`config.mk`:
```
export PLATFORM = sky130hd
export DESIGN_NAME = a_rd_ctrl_x2_ram
export DESIGN_NICKNAME = d
export VERILOG_FILES = /design/src/rtl/a_rd_ctrl_x2_ram.sv
export SDC_FILE = /design/constraint.sdc
export NUM_CORES = 1
export LEC_CHECK = 0
export CAP_MARGIN = 20
export CORE_MARGIN = 5
export CORE_UTILIZATION = 35
export CTS_BUF_LIST = sky130_fd_sc_hd__clkbuf_2
export CTS_CLUSTER_SIZE = 20
export DETAILED_ROUTE_END_ITERATION = 6
export GPL_ROUTABILITY_DRIVEN = 0
export GPL_TIMING_DRIVEN = 0
export HOLD_SLACK_MARGIN = 0.05
export MAX_ROUTING_LAYER = met4
export PLACE_DENSITY = 0.69
export SKIP_LAST_GASP = 1
export SYNTH_ARGS = -nofsm -noshare
export SYNTH_HDL_FRONTEND = slang
export SYNTH_SLANG_ARGS = --single-unit
```
`constraint.sdc`:
```
create_clock -name clk_i -period 1.5 [get_ports clk_i]
set_clock_uncertainty 0.15 [all_clocks]
set_input_delay 0.3 -clock clk_i [delete_from_list [all_inputs] [get_ports clk_i]]
set_output_delay 0.3 -clock clk_i [all_outputs]
set_load 0.05 [all_outputs]
```
`src/rtl/a_rd_ctrl_x2_ram.sv`:
```
// Ping-pong read controller for two RAM banks; crossbar select delayed by RD_LAT.
// Optional sticky protocol check: define A_RD_CTRL_X2_RAM_ERR_CHECK_EN.
module a_rd_ctrl_x2_ram #(
  parameter int ADDR_W = 8,
  parameter int RD_LAT = 2
) (
  input  logic              clk_i,
  input  logic              rst_n_i,
  input  logic [1:0]        bank_full_i,
  input  logic              ready_i,
  output logic              rd_en_o_0,
  output logic              rd_en_o_1,
  output logic [ADDR_W-1:0] rd_addr_o,
  output logic              ctrl_o,
  output logic [1:0]        bank_free_o,
  output logic              busy_o,
  output logic              err_o
);

  typedef enum logic {
    IDLE = 1'b0,
    READ = 1'b1
  } state_t;

  localparam logic [ADDR_W-1:0] LAST = '1;

  state_t              state;
  logic                cur;
  logic [ADDR_W-1:0]   addr;
  logic                sel;
  logic [RD_LAT-1:0]   sel_pipe;
  logic [RD_LAT-1:0]   vld_pipe;
  logic [1:0]          free_pipe [RD_LAT];

  logic                issue;
  logic                last;
  logic                sel_d;
  logic [1:0]          free_d;

  assign issue  = (state == READ) && ready_i;
  assign last   = issue && (addr == LAST);
  assign sel_d  = issue ? cur : sel;
  assign free_d = last ? (cur ? 2'b10 : 2'b01) : 2'b00;

  assign rd_en_o_0   = issue && !cur;
  assign rd_en_o_1   = issue && cur;
  assign rd_addr_o   = addr;
  assign ctrl_o      = sel_pipe[RD_LAT-1];
  assign bank_free_o = free_pipe[RD_LAT-1];
  assign busy_o      = (state == READ) || (|vld_pipe);

  always_ff @(posedge clk_i or negedge rst_n_i) begin
    if (!rst_n_i) begin
      state <= IDLE;
      cur   <= 1'b0;
      addr  <= '0;
      sel   <= 1'b0;
    end else begin
      sel <= sel_d;
      unique case (state)
        IDLE: begin
          if (bank_full_i[cur])
            state <= READ;
        end
        READ: begin
          if (issue)
            addr <= addr + 1'b1;
          if (last) begin
            cur <= ~cur;
            if (!bank_full_i[~cur])
              state <= IDLE;
          end
        end
        default: state <= IDLE;
      endcase
    end
  end

  // Stage 0 takes the next-sel value so ctrl_o lines up with dv at t+RD_LAT.
  always_ff @(posedge clk_i or negedge rst_n_i) begin
    if (!rst_n_i) begin
      sel_pipe <= '0;
      vld_pipe <= '0;
      for (int i = 0; i < RD_LAT; i++)
        free_pipe[i] <= 2'b00;
    end else begin
      for (int i = RD_LAT - 1; i > 0; i--) begin
        sel_pipe[i]  <= sel_pipe[i-1];
        vld_pipe[i]  <= vld_pipe[i-1];
        free_pipe[i] <= free_pipe[i-1];
      end
      sel_pipe[0]  <= sel_d;
      vld_pipe[0]  <= issue;
      free_pipe[0] <= free_d;
    end
  end

`ifdef A_RD_CTRL_X2_RAM_ERR_CHECK_EN
  logic err_q;
  logic early_drop;
  logic free_drop;

  assign early_drop = (state == READ) && !last && !bank_full_i[cur];
  assign free_drop  = |(bank_free_o & ~bank_full_i);

  always_ff @(posedge clk_i or negedge rst_n_i) begin
    if (!rst_n_i)
      err_q <= 1'b0;
    else if (early_drop || free_drop)
      err_q <= 1'b1;
  end

  assign err_o = err_q;
`else
  assign err_o = 1'b0;
`endif

endmodule

```
==> results of run 1 <==
-- routing by layer --
layer	vias up	share of wire
met3	4	0.050
met1	263	0.45
met5	-	0
li1	261	-
met2	16	0.47
met4	0	0.023
-- state kept, by name, summed over array words and instances (netlist names) --
register and flops:
rd_addr_o 8, bank_free_o 2, state 1, vld_pipe 2, free_pipe 2, sel_pipe 2, cur 1
-- kinds of logic (layout without fill, tap and decap cells) --
logic type	Yosys count	count (layout)	share of synthesized area
and+or+nand+nor	24	24	0.2167
AOI/OAI and AO/OA	3	3	0.02833
buffers and inverters	5	35	0.04000
DFF	18	18	0.6000
other	1	1	0.004995
xor gates and xnor gates	8	8	0.09334
adders and majority gates	1	1	0.01666
-- where the power goes --
part           internal, mW  switching (mW)  total, mW
clock                0.0580           0.146      0.204
sequential            0.584           0.119      0.703
combinational         0.283           0.472      0.755
total                 0.925           0.736       1.66
-- synthesized netlist by cell type --
master / instances / area, sq um
a21o_1: 1 / 7.510
and2_1: 1 / 6.260
and3_1: 1 / 6.260
and3_2: 1 / 7.510
and4_2: 1 / 10.01
buf_4: 3 / 22.52
conb_1: 1 / 3.750
dfrtp_1: 18 / 450.4
ha_1: 1 / 12.51
inv_1: 2 / 7.510
nand2_1: 7 / 26.28
nand4_1: 3 / 18.77
nand4_4: 1 / 21.27
nor2_1: 2 / 7.510
nor3_2: 3 / 30.03
nor4_1: 2 / 12.51
o21ai_0: 1 / 5.000
o32ai_1: 1 / 8.760
or2_4: 1 / 8.760
or3_2: 1 / 7.510
xnor2_1: 6 / 52.55
xor2_1: 2 / 17.52
-- what timing repair did --
item | 4_1_cts | 5_1_grt
setup endpoints to repair | 14 | 13
buffers inserted | 3 | 5
gates resized for setup | 82 | 17
pin swaps | 1 | 1
-- metrics by stage --
stage                     area [sq um]  utilization  cells  hold WS (ns)
after floorplan                  778.2            -     60       -0.1456
after global placement           992.2       0.4956    105        0.1822
after detailed placement         992.2       0.4956    105        0.1911
after CTS                         1005       0.5019    112        0.2289
after global routing              1077       0.5381    117        0.2427
final                             1077       0.5381    117        0.2221
-- final cells by class --
cell class	instances	area, sq um
fillers	195	924.6
flip-flops and latches	18	461.7
multi-input cells	37	311.5
repair buffers	26	221.5
well taps	27	33.78
plain buffers	3	22.52
clock buffers	3	15.01
inverters	2	7.507
clock inverters	1	3.754
-- how the worst min path moves through the flow --
stage | start | end | slack [ns] | cells after the start
2_1_floorplan | rst_n_i | bank_free_o[0] | -0.15 | 0
3_3_place_gp | free_pipe[2] | bank_free_o[0] | 0.18 | 0
3_5_place_dp | free_pipe[3] | bank_free_o[1] | 0.19 | 0
4_1_cts | free_pipe[3] | bank_free_o[1] | 0.23 | 0
5_1_grt | free_pipe[2] | bank_free_o[0] | 0.24 | 0
6_report | free_pipe[3] | bank_free_o[1] | 0.22 | 0
-- placed cells by master, fill, tap and decap left out, drive strengths merged, types with 2 or more instances in the layout --
master         synthesis  routed
and3                   2       2
nand4                  4       4
xnor2                  6       6
dfrtp                 18      18
inv                    2       2
xor2                   2       2
nor3                   3       3
nand2                  7       7
clkbuf                 0       7
buf                    3      21
nor4                   2       2
nor2                   2       2
clkdlybuf4s50          0       3
-- worst reg2reg max path, delay by kind of cell (launching register included) --
kind | cells | cell delay [ns]
flops | 1 | 0.49
compound gates | 1 | 0.26
fa+ha+maj | 1 | 0.17
buf+inv | 1 | 0.16
simple gates | 1 | 0.08
==> results.md, run 1 <==
* Synth Cell Area at 750.7 sq um
* Grt met1 use at 0.1261
* Final min period at 1.736 ns
* Number of global-route vias before repair at 569
* Met2 Use GR at 0.1619
* GRT Total Usage at 0.1060
* CP max-delay cell: dfrtp_2
* Pre-CTS setup slack at -0.9207 ns
* Worst path bufs/invs at 1
* GRT met3 Usage at 0.03440
* Crit Reg-Reg Startpoint: rd_addr_o[1]
* CTS max path bufs at 2
* Cts hold-fix bufs at 0
* Initial core utilization at 0.3750
* H-tree depth at 1
* Share of cells above drive strength 1 at 0.5444
* Area Growth Syn to Fin at 43.50%
* R2R cell count at 4
* CTS Buf Count at 3
* Unique masters post-synth at 22
* Crit path capture: busy_o
* Crit path DAT at 1.29 ns
* Worst hold path class: reg -> reg
* Largest delay share family, worst path: flip-flops
* Unrepaired setup endpoints after global routing: true
* Clock transition at path regs at 0.17 ns
* Reg-to-Reg End: state
* Design Power at 1.661 mW
* DRT Pass-1 Iters at 3
* TritonCTS Sinks at 18
* Critical path capture point type: primary output
* Wirelength per Cell at 12.22 um
* Initial antenna violation count at 0
* Post-DRT Antenna Nets at 0
* Status: complete, but fails checks
* Startpoint types: flop
* #FFs+latches synth at 18
* Worst-skew pair later-pin latency at 0.30 ns
* Critical path type: reg -> out
* GRT overflow at 0
* Ports at 20
* FF-to-FF setup slack at 0.10 ns
* Failing checks: negative setup slack
* Post-synthesis cell count at 60
* Yosys warning count at 0
* Final TNS setup at -0.5831 ns
* Worst-Margin Slew at 0.7774 ns
* Die area at 0.003171 sq mm
* LEAKAGE at 0.4952 nW
* Critical path launch point: state
* Core ar. at 0.002002 sq mm
* Syn nets at 66
* VDD IR max at 0.0009259 V
* Req. time, crit path at 1.05 ns
* Final Max Slew Viols at 0
* IO buf count at 18
* Global-route wire length before repair at 2.553 mm
* Largest net degree at the start of global routing at 19
* Initial DRC count at 10
* Fmax at 0.5760 GHz
* Final #Nets at 97
* Final Setup Violations at 3
* Avg Vias per Cell at 4.650
* Final worst slack at -0.2361 ns
* Number of remaining DRC errors at 0
* Critical path peak fanout at 4
* CTS Root Cell: clkbuf_2
* Max Cap Viol at 0
* Max_slew headroom at 0.4801
* Fin crit share at 1.157
* CP Cell Sequence: or3_4 -> buf_8
* Die span in x at 56.32 um
* Via count at 544
* Ant. Diodes at 0
* Post-Route WL at 1.430 mm
* Final Hold Vio Count at 0
* CTS tree: done
* Crit-path max cell delay at 0.46 ns
* Syn avg cell area at 12.51 sq um
* Cell count along the critical path at 2
* Seq/Total Area, Yosys at 0.6000
* Die height at 56.32 um
* Site row count at 16
* Pwr/cell area at 1542 mW/mm^2
* Global route hottest layer: met2
Power figures use the tool's default switching activity.
==> run 2: changes to the inputs <==
Settings changed: GPL_ROUTABILITY_DRIVEN 0 to not set.
==> results of run 2 <==
Same layout as run 1: the final DEF is identical, and so are final timing and power.
